**src/rtl/fetch_if.sv**
```systemverilog
// Instruction-fetch port bundle: instruction bus request/response, decode handoff, redirect.
// No storage; pure wiring between fetch and its neighbours.
// Decode pushes back through stallD; the bus is valid/data_ok with a held request.
interface fetch_if;

  typedef struct packed {
    logic        valid;
    logic [63:0] addr;
  } ibus_req_t;

  typedef struct packed {
    logic        data_ok;
    logic [31:0] data;
  } ibus_resp_t;

  typedef struct packed {
    logic [31:0] raw_instr;
    logic [63:0] pc;
    logic        stall;
  } fetch_data_t;

  ibus_req_t   ireq;
  ibus_resp_t  iresp;
  logic        stallD;
  logic        redirect_valid;
  logic [63:0] redirect_pc;
  fetch_data_t dataF;

  // Fetch stage side
  modport master (
    output ireq,
    output dataF,
    input  iresp,
    input  stallD,
    input  redirect_valid,
    input  redirect_pc
  );

  // Memory / decode / redirect-source side
  modport slave (
    input  ireq,
    input  dataF,
    output iresp,
    output stallD,
    output redirect_valid,
    output redirect_pc
  );

endinterface

```
**src/rtl/fetch.sv**
```systemverilog
// Instruction fetch: owns the PC, one outstanding bus request, registered handoff to decode.
// Latency: data_ok in cycle t gives a valid dataF in t+1; 1 instr/cycle with a same-cycle memory.
// Backpressure: stallD holds dataF; one extra instruction is parked in a skid buffer, then requests stop.
module fetch #(
  parameter logic [63:0] RESET_PC = 64'h8000_0000
) (
  input logic     clk,
  input logic     reset,
  fetch_if.master io_bus
);

  typedef enum logic [1:0] {
    S_REQ     = 2'd0,
    S_HOLD    = 2'd1,
    S_DISCARD = 2'd2
  } state_t;

  state_t      r_state, w_state_nxt;
  logic [63:0] r_pc_q, w_pc_nxt;
  logic [63:0] r_disc_addr, w_disc_nxt;
  logic        r_out_valid, w_out_valid_nxt;
  logic [31:0] r_out_instr, w_out_instr_nxt;
  logic [63:0] r_out_pc, w_out_pc_nxt;
  logic [31:0] r_buf_instr, w_buf_instr_nxt;
  logic [63:0] r_buf_pc, w_buf_pc_nxt;

  logic        w_data_ok;
  logic [31:0] w_rdata;
  logic        w_stall_d;
  logic        w_redirect;
  logic [63:0] w_redirect_pc;
  logic        w_req_vld;
  logic [63:0] w_req_addr;
  logic        w_out_free;

  assign w_data_ok     = io_bus.iresp.data_ok;
  assign w_rdata       = io_bus.iresp.data;
  assign w_stall_d     = io_bus.stallD;
  assign w_redirect    = io_bus.redirect_valid;
  assign w_redirect_pc = io_bus.redirect_pc;

  // The output register can take new data if it is empty or decode takes it this edge.
  assign w_out_free = !r_out_valid || !w_stall_d;

  assign io_bus.ireq  = {w_req_vld, w_req_addr};
  assign io_bus.dataF = {r_out_instr, r_out_pc, ~r_out_valid};

  // Bus request: silent during reset and in HOLD; DISCARD keeps presenting the abandoned address.
  always_comb begin
    w_req_vld  = 1'b0;
    w_req_addr = r_pc_q;
    if (!reset) begin
      w_req_vld = (r_state != S_HOLD);
    end
    if (r_state == S_DISCARD) begin
      w_req_addr = r_disc_addr;
    end
  end

  // Next-state and datapath update; redirect outranks stallD and data_ok.
  always_comb begin
    w_state_nxt     = r_state;
    w_pc_nxt        = r_pc_q;
    w_disc_nxt      = r_disc_addr;
    w_out_valid_nxt = r_out_valid && w_stall_d;
    w_out_instr_nxt = r_out_instr;
    w_out_pc_nxt    = r_out_pc;
    w_buf_instr_nxt = r_buf_instr;
    w_buf_pc_nxt    = r_buf_pc;

    if (w_redirect) begin
      w_out_valid_nxt = 1'b0;
      w_pc_nxt        = w_redirect_pc;
      case (r_state)
        S_REQ: begin
          if (!w_data_ok) begin
            // Request still in flight: keep its address on the bus until it answers.
            w_state_nxt = S_DISCARD;
            w_disc_nxt  = r_pc_q;
          end else begin
            w_state_nxt = S_REQ;
          end
        end
        S_HOLD:    w_state_nxt = S_REQ;
        S_DISCARD: w_state_nxt = S_DISCARD;
        default:   w_state_nxt = S_REQ;
      endcase
    end else begin
      case (r_state)
        S_REQ: begin
          if (w_data_ok) begin
            w_pc_nxt = r_pc_q + 64'd4;
            if (w_out_free) begin
              w_out_valid_nxt = 1'b1;
              w_out_instr_nxt = w_rdata;
              w_out_pc_nxt    = r_pc_q;
            end else begin
              w_buf_instr_nxt = w_rdata;
              w_buf_pc_nxt    = r_pc_q;
              w_state_nxt     = S_HOLD;
            end
          end
        end
        S_HOLD: begin
          if (!w_stall_d) begin
            w_out_valid_nxt = 1'b1;
            w_out_instr_nxt = r_buf_instr;
            w_out_pc_nxt    = r_buf_pc;
            w_state_nxt     = S_REQ;
          end
        end
        S_DISCARD: begin
          if (w_data_ok) begin
            w_state_nxt = S_REQ;
          end
        end
        default: w_state_nxt = S_REQ;
      endcase
    end
  end

  // FSM state register.
  always_ff @(posedge clk) begin
    if (reset) begin
      r_state <= S_REQ;
    end else begin
      r_state <= w_state_nxt;
    end
  end

  // PC, output register and skid buffer.
  always_ff @(posedge clk) begin
    if (reset) begin
      r_pc_q      <= RESET_PC;
      r_disc_addr <= 64'd0;
      r_out_valid <= 1'b0;
      r_out_instr <= 32'd0;
      r_out_pc    <= 64'd0;
      r_buf_instr <= 32'd0;
      r_buf_pc    <= 64'd0;
    end else begin
      r_pc_q      <= w_pc_nxt;
      r_disc_addr <= w_disc_nxt;
      r_out_valid <= w_out_valid_nxt;
      r_out_instr <= w_out_instr_nxt;
      r_out_pc    <= w_out_pc_nxt;
      r_buf_instr <= w_buf_instr_nxt;
      r_buf_pc    <= w_buf_pc_nxt;
    end
  end

endmodule

```
**src/flat_wrapper.sv**
```systemverilog
// flat-port wrapper written by rule: the top's interface ports become plain ports
module fetch_flat 
#(
  parameter logic [63:0] RESET_PC = 64'h8000_0000
)
  (clk, reset, io_bus_ireq, io_bus_dataF, io_bus_iresp, io_bus_stallD, io_bus_redirect_valid, io_bus_redirect_pc);
  fetch_if io_bus_i ();
  input logic clk;
  input logic reset;
  output wire logic [$bits(io_bus_i.ireq)-1:0] io_bus_ireq;
  output wire logic [$bits(io_bus_i.dataF)-1:0] io_bus_dataF;
  input wire logic [$bits(io_bus_i.iresp)-1:0] io_bus_iresp;
  input wire logic [$bits(io_bus_i.stallD)-1:0] io_bus_stallD;
  input wire logic [$bits(io_bus_i.redirect_valid)-1:0] io_bus_redirect_valid;
  input wire logic [$bits(io_bus_i.redirect_pc)-1:0] io_bus_redirect_pc;
  assign io_bus_ireq = io_bus_i.ireq;
  assign io_bus_dataF = io_bus_i.dataF;
  assign io_bus_i.iresp = io_bus_iresp;
  assign io_bus_i.stallD = io_bus_stallD;
  assign io_bus_i.redirect_valid = io_bus_redirect_valid;
  assign io_bus_i.redirect_pc = io_bus_redirect_pc;
  fetch #(.RESET_PC(RESET_PC)) u_core (.clk(clk), .reset(reset), .io_bus(io_bus_i));
endmodule
```
**config.mk**
```make
export PLATFORM = sky130hd
export DESIGN_NAME = fetch_flat
export DESIGN_NICKNAME = d
export VERILOG_FILES = /design/src/rtl/fetch_if.sv /design/src/rtl/fetch.sv /design/src/flat_wrapper.sv
export SDC_FILE = /design/constraint.sdc
export NUM_CORES = 1
export LEC_CHECK = 0
export CORE_MARGIN = 2
export CORE_UTILIZATION = 49
export CTS_BUF_LIST = sky130_fd_sc_hd__clkbuf_4 sky130_fd_sc_hd__clkbuf_8
export DETAILED_ROUTE_END_ITERATION = 12
export HOLD_SLACK_MARGIN = 0.1
export PLACE_DENSITY = 0.89
export SYNTH_ARGS = -nofsm -noshare
export SYNTH_HDL_FRONTEND = slang
export SYNTH_SLANG_ARGS = --single-unit
```
**constraint.sdc**
```tcl
create_clock -name clk -period 2.2 [get_ports clk]
set_input_delay 0.44 -clock clk [delete_from_list [all_inputs] [get_ports clk]]
set_output_delay 0.44 -clock clk [all_outputs]
set_load 0.05 [all_outputs]
```
# --- Yosys cells after proc, flatten, opt, wreduce, memory -nomap -nowiden ---
# Cells that the tools add are included.
totals:
  in_bits: 101
  output_inout_bits: 162
  ff_bits: 323
  word_cells: 62
classes:
  mux: 25
  bitwise_logic: 4
  n_eq_ne: 10
  add_sub_neg: 1
  n_reduce_logical: 14
ops:
  columns: ["operator", "count"]
  rows:
  - ["64-bit 2-to-1 mux", 7]
  - ["64-bit case mux with 2 select lines", 1]
  - ["32-bit 2-to-1 mux", 3]
  - ["64-bit by 3-bit adder with 64-bit output, second input constant", 1]
  - ["32-bit case mux with 2 select lines", 1]
  - ["2-bit 2-to-1 mux", 6]
  - ["3-bit != test, second input constant", 4]
  - ["4-bit AND reduction", 2]
  - ["2-bit case mux with 3 select lines", 1]
  - ["2-bit nonzero test", 3]
  - ["5-bit AND reduction", 1]
  - ["1-bit 2-to-1 mux", 4]
  - ["2-bit by 1-bit != test with 1-bit output, second input constant", 2]
  - ["2-bit != test, second input constant", 2]
  - ["1-bit inverter", 4]
  - ["2-bit case mux with 2 select lines", 1]
  - ["3-bit AND reduction", 1]
  - ["2-bit by 1-bit == test with 1-bit output, second input constant", 1]
  - ["2-bit == test, second input constant", 1]
  - ["1-bit zero test", 2]
  - ["2-bit zero test", 1]
  - ["1-bit case mux with 2 select lines", 1]
  - ["2-bit AND reduction", 1]
  - ["2-bit OR reduction", 1]
  - ["2 further kinds", 2]

# --- Longest topological paths before layout ---
depth:
  ltp_word: 6
  ltp_mapped: 8
  mapped_depth_nobuf: 6

# --- Least setup slack after synthesis ---
# OpenSTA, ideal clock, no wires.
synth_path:
  path_type: "input port to flip-flop"
  startpoint: "input port io_bus_iresp[32]"
  endpoint: "register u_core.r_pc_q[62]"
  slack_ps: -165
  arrival_ps: 2247
  cell_stages: 8
  setup_ps: 118
  path_buffers: 3
  required_time_ps: 2082
  path_cell_list: "buf_2 -> and4bb_1 -> buf_6 -> nand4_2 -> or4_1 -> buf_2 -> or4b_1 -> o2111a_1"
synth_via:
  elab_chain_len: 2
synth_lines:
  columns: ["item", "line", "rtl"]
  rows:
  - ["from (decl)", "flat_wrapper.sv:12", "input wire logic [$bits(io_bus_i.iresp)-1:0] io_bus_iresp;"]
  - ["2-bit nonzero test (no source line)", null, null]
  - ["2-bit AND reduction (no source line)", null, null]
  - ["to (signal assigned)", "fetch.sv:142", "r_pc_q <= w_pc_nxt;"]
  - ["to (decl)", "fetch.sv:19", "logic [63:0] r_pc_q, w_pc_nxt;"]
# No other way between the ends.
# A chain may end at the register's enable or synchronous reset.

# --- Final worst setup path ---
layout_path:
  startpoint: "register u_core.r_state[1]"
  endpoint: "output port io_bus_ireq[58]"
layout_via:
  elab_chain_len: 2
layout_lines:
  columns: ["item", "line", "rtl"]
  rows:
  - ["from (decl)", "fetch.sv:18", "state_t r_state, w_state_nxt;"]
  - ["from (signal assigned)", "fetch.sv:127", "r_state <= w_state_nxt;"]
  - ["2-bit == test", "fetch.sv:55", "if (r_state == S_DISCARD) begin"]
  - ["64-bit 2-to-1 mux", "fetch.sv:55", null]
  - ["to (decl)", "flat_wrapper.sv:10", "output wire logic [$bits(io_bus_i.ireq)-1:0] io_bus_ireq;"]
# No other way between the ends.

==> flow_summary.ini <==
[finish]
final_cell_mix = nand2_1 (361), dfxtp_1 (314), a21oi_1 (174), nor2_1 (157), clkdlybuf4s50_1 (133)
final_cells = 2473
fin_util_pct = 68.3
regArea_um2 = 6480
fill_cells = 2081
nets = 2147
drive_gt1_share_pct = 20.2
layout_commonest_cell = nand2_1
syn2layout_area_growth_pct = 37.9
multi_input_area_um2 = 7620

[sta]
slew_violations = 0
holdWs_ns = 0.181
hold_viol_final = 0
fin_crit_ns = 2.49
timing.final.ws_setup_ns = -0.294
rsz0062_at_grt = true
setup_viol = 66
max-slew-margin-rel_pct = 40.5
fmax_ghz = 0.401
finalSetupTns_ns = -15.78
worst_pin_slew_ns = 0.893
finalCritPeriodShare_pct = 113
clock_skew_ns = 0.0248

[placement]
gp_congestion = 0.914
place_hpwl_um = 29500
dp_cells = 2363
place_ws_ns = -0.493
portBuffers = 262

[worst_setup_path]
path_max_fanout = 6
rrSetupSlack_ns = -0.03
cp_data_arrival_time_ns = 2.05
rr_endpoint = u_core.r_pc_q[44]
cp-endpoint = io_bus_ireq[58]
r2r_start = u_core.r_pc_q[2]
startpoint_type = register
required_ns = 1.76
critPathLaunch = u_core.r_state[1]
worstSetupEndpointType = output port
ff2ff_path_depth = 7
worstSetupPathType = register to output port

[yosys]
yosysTopAreaCellShare_pct = 44.3
synth_area_per_cell_um2 = 8.32
syn_inst = 1756
synth.distinct_cells = 57
synth_area_um2 = 14600
synth_top_area_cell = dfxtp_1
yosys_most_used_dff = dfxtp_1
postSynth.asyncResetShare_pct = 0
syn_nets = 1858
ys.warnings.count = 0
ys_ff_latch = 323
synth_edf_count = 0
ys_seq_area_share_pct = 44.3
synthTopCellsByArea = dfxtp_1 (44%), nand2_1 (9.3%), mux2i_1 (6.5%)

[floorplanning]
die_area_um2 = 31200
fp.dieH_um = 177
fp-row-count = 63
core_area_um2 = 29500
die_x_um = 177
pin_count = 263
initial_utilization_pct = 49.5

[drt]
dr_total_vias = 14482
drt-wirelength-per-cell_um = 19.4
drc_errors = 0
drt_iter0_markers = 1399
routed_wirelength_um = 48100
drt_pass1_iterations = 5
drtAntennaViolNets = 0
vias_per_cell = 5.86

[cts]
cts_tree = built
path_clk_slew_ns = 0.07
clk-insertion-delay-late_ns = 0.59
cts-root-buf = clkbuf_8
cts_buffers = 52
cts.path.max_buffers = 3
cts.sinks = 323
h-tree-depth = 2

[pwr]
worst_ir_drop_vdd_uv = 514
power_density_nw_per_um2 = 721
p_leak_nw = 7.98

[run]
drv_cap = 0

[global_route]
grt_pass1_vias = 13974
grt.overflow.total = 0
antenna_found_initial = 5
grt_max_degree = 99
grt_pass1_wl_um = 72400
grt_usage_pct = 28.8

[run_status]
violations = setup timing
status = finished with violations

[hold_path]
min_path_type = input pin to register
-- cell type report --
type                            count  area share (%)
Clock inverter                      9           0.497
Sequential cell                   323            32.2
Antenna cell                        5          0.0621
Multi-Input combinational cell   1236            37.8
Inverter                           16           0.298
Clock buffer                       78            4.77
Timing Repair Buffer              416            21.9
Tap cell                          390            2.42
-- synth_stat cells (all sizes together) (12+ instances only) --
master and count:
a211oi 122, xnor2 25, clkbuf 139, nor2 159, nor3 17, a311oi 18
nor4 14, inv 16, dfxtp 323, a21oi 174, nand2 362, o21ai 15
nand4 26, mux2 65, buf 42, mux2i 95, nand3 28, and3 15
or4 12
-- power breakdown --
part / leakage [nW] / switching [mW] / internal, mW
registers: 2.64 / 0.169 / 6.10
clock network: 0.562 / 2.36 / 3.00
logic: 4.77 / 1.76 / 1.13
total: 7.98 / 4.29 / 10.2
-- cell families after synthesis --
group	count (synthesis)	synth area share, %
mux	160	11.5
xor+xnor	30	1.80
fa+ha+maj	1	0.0857
simple gates	685	21.0
flops	323	44.3
buf+inv	197	5.63
compound gates	360	15.7
-- registers in the layout (all words and copies together) (netlist names) --
signal,cells
u_core.r_out_instr,32
u_core.r_pc_q,64
u_core.r_state,2
u_core.r_out_valid,1
u_core.r_out_pc,64
u_core.r_buf_pc,64
u_core.r_buf_instr,32
u_core.r_disc_addr,64
-- worst min path at each step --
stage,to,startpoint,cells past startpoint
2_1_floorplan,u_core.r_disc_addr[0],u_core.r_disc_addr[0],2
3_3_place_gp,u_core.r_disc_addr[46],u_core.r_disc_addr[46],2
3_5_place_dp,u_core.r_disc_addr[44],u_core.r_disc_addr[44],2
4_1_cts,u_core.r_disc_addr[50],reset,2
5_1_grt,u_core.r_disc_addr[50],reset,2
6_report,u_core.r_disc_addr[43],reset,2
-- through the flow --
stage | area (um2) | power, mW
finish | 20100 | 14.5
global route | 20100 | 15.0
CTS | 19800 | 14.5
detailed placement | 18000 | 8.98
global placement | 18000 | 8.93
floorplan | 14600 | 8.00
-- what timing repair did --
item,4_1_cts,5_1_grt
pin swaps,3,13
setup buffers,9,3
resized for setup,139,100
cloned,6,2
hold buffers,0,0
setup endpoints to repair,87,134
endpoints found under the hold margin,0,0
-- critical path, stage by stage, from the launching register on --
cell      delay, ns
dfxtp_4        0.36
buf_6          0.13
nand2b_4       0.08
buf_12         0.13
buf_8          0.13
buf_16         0.13
mux2_2         0.35
buf_6          0.16
-- per-layer routing --
layer  vias to the layer above  part of all wire, %  GRT usage, %
li1                       6699                    -             -
met1                      6901                   39          35.2
met2                       739                   48          48.4
met3                       141                  8.3          6.34
met4                         2                  4.2          13.6
met5                         -                0.019             0
Power figures use the tool's default switching activity.
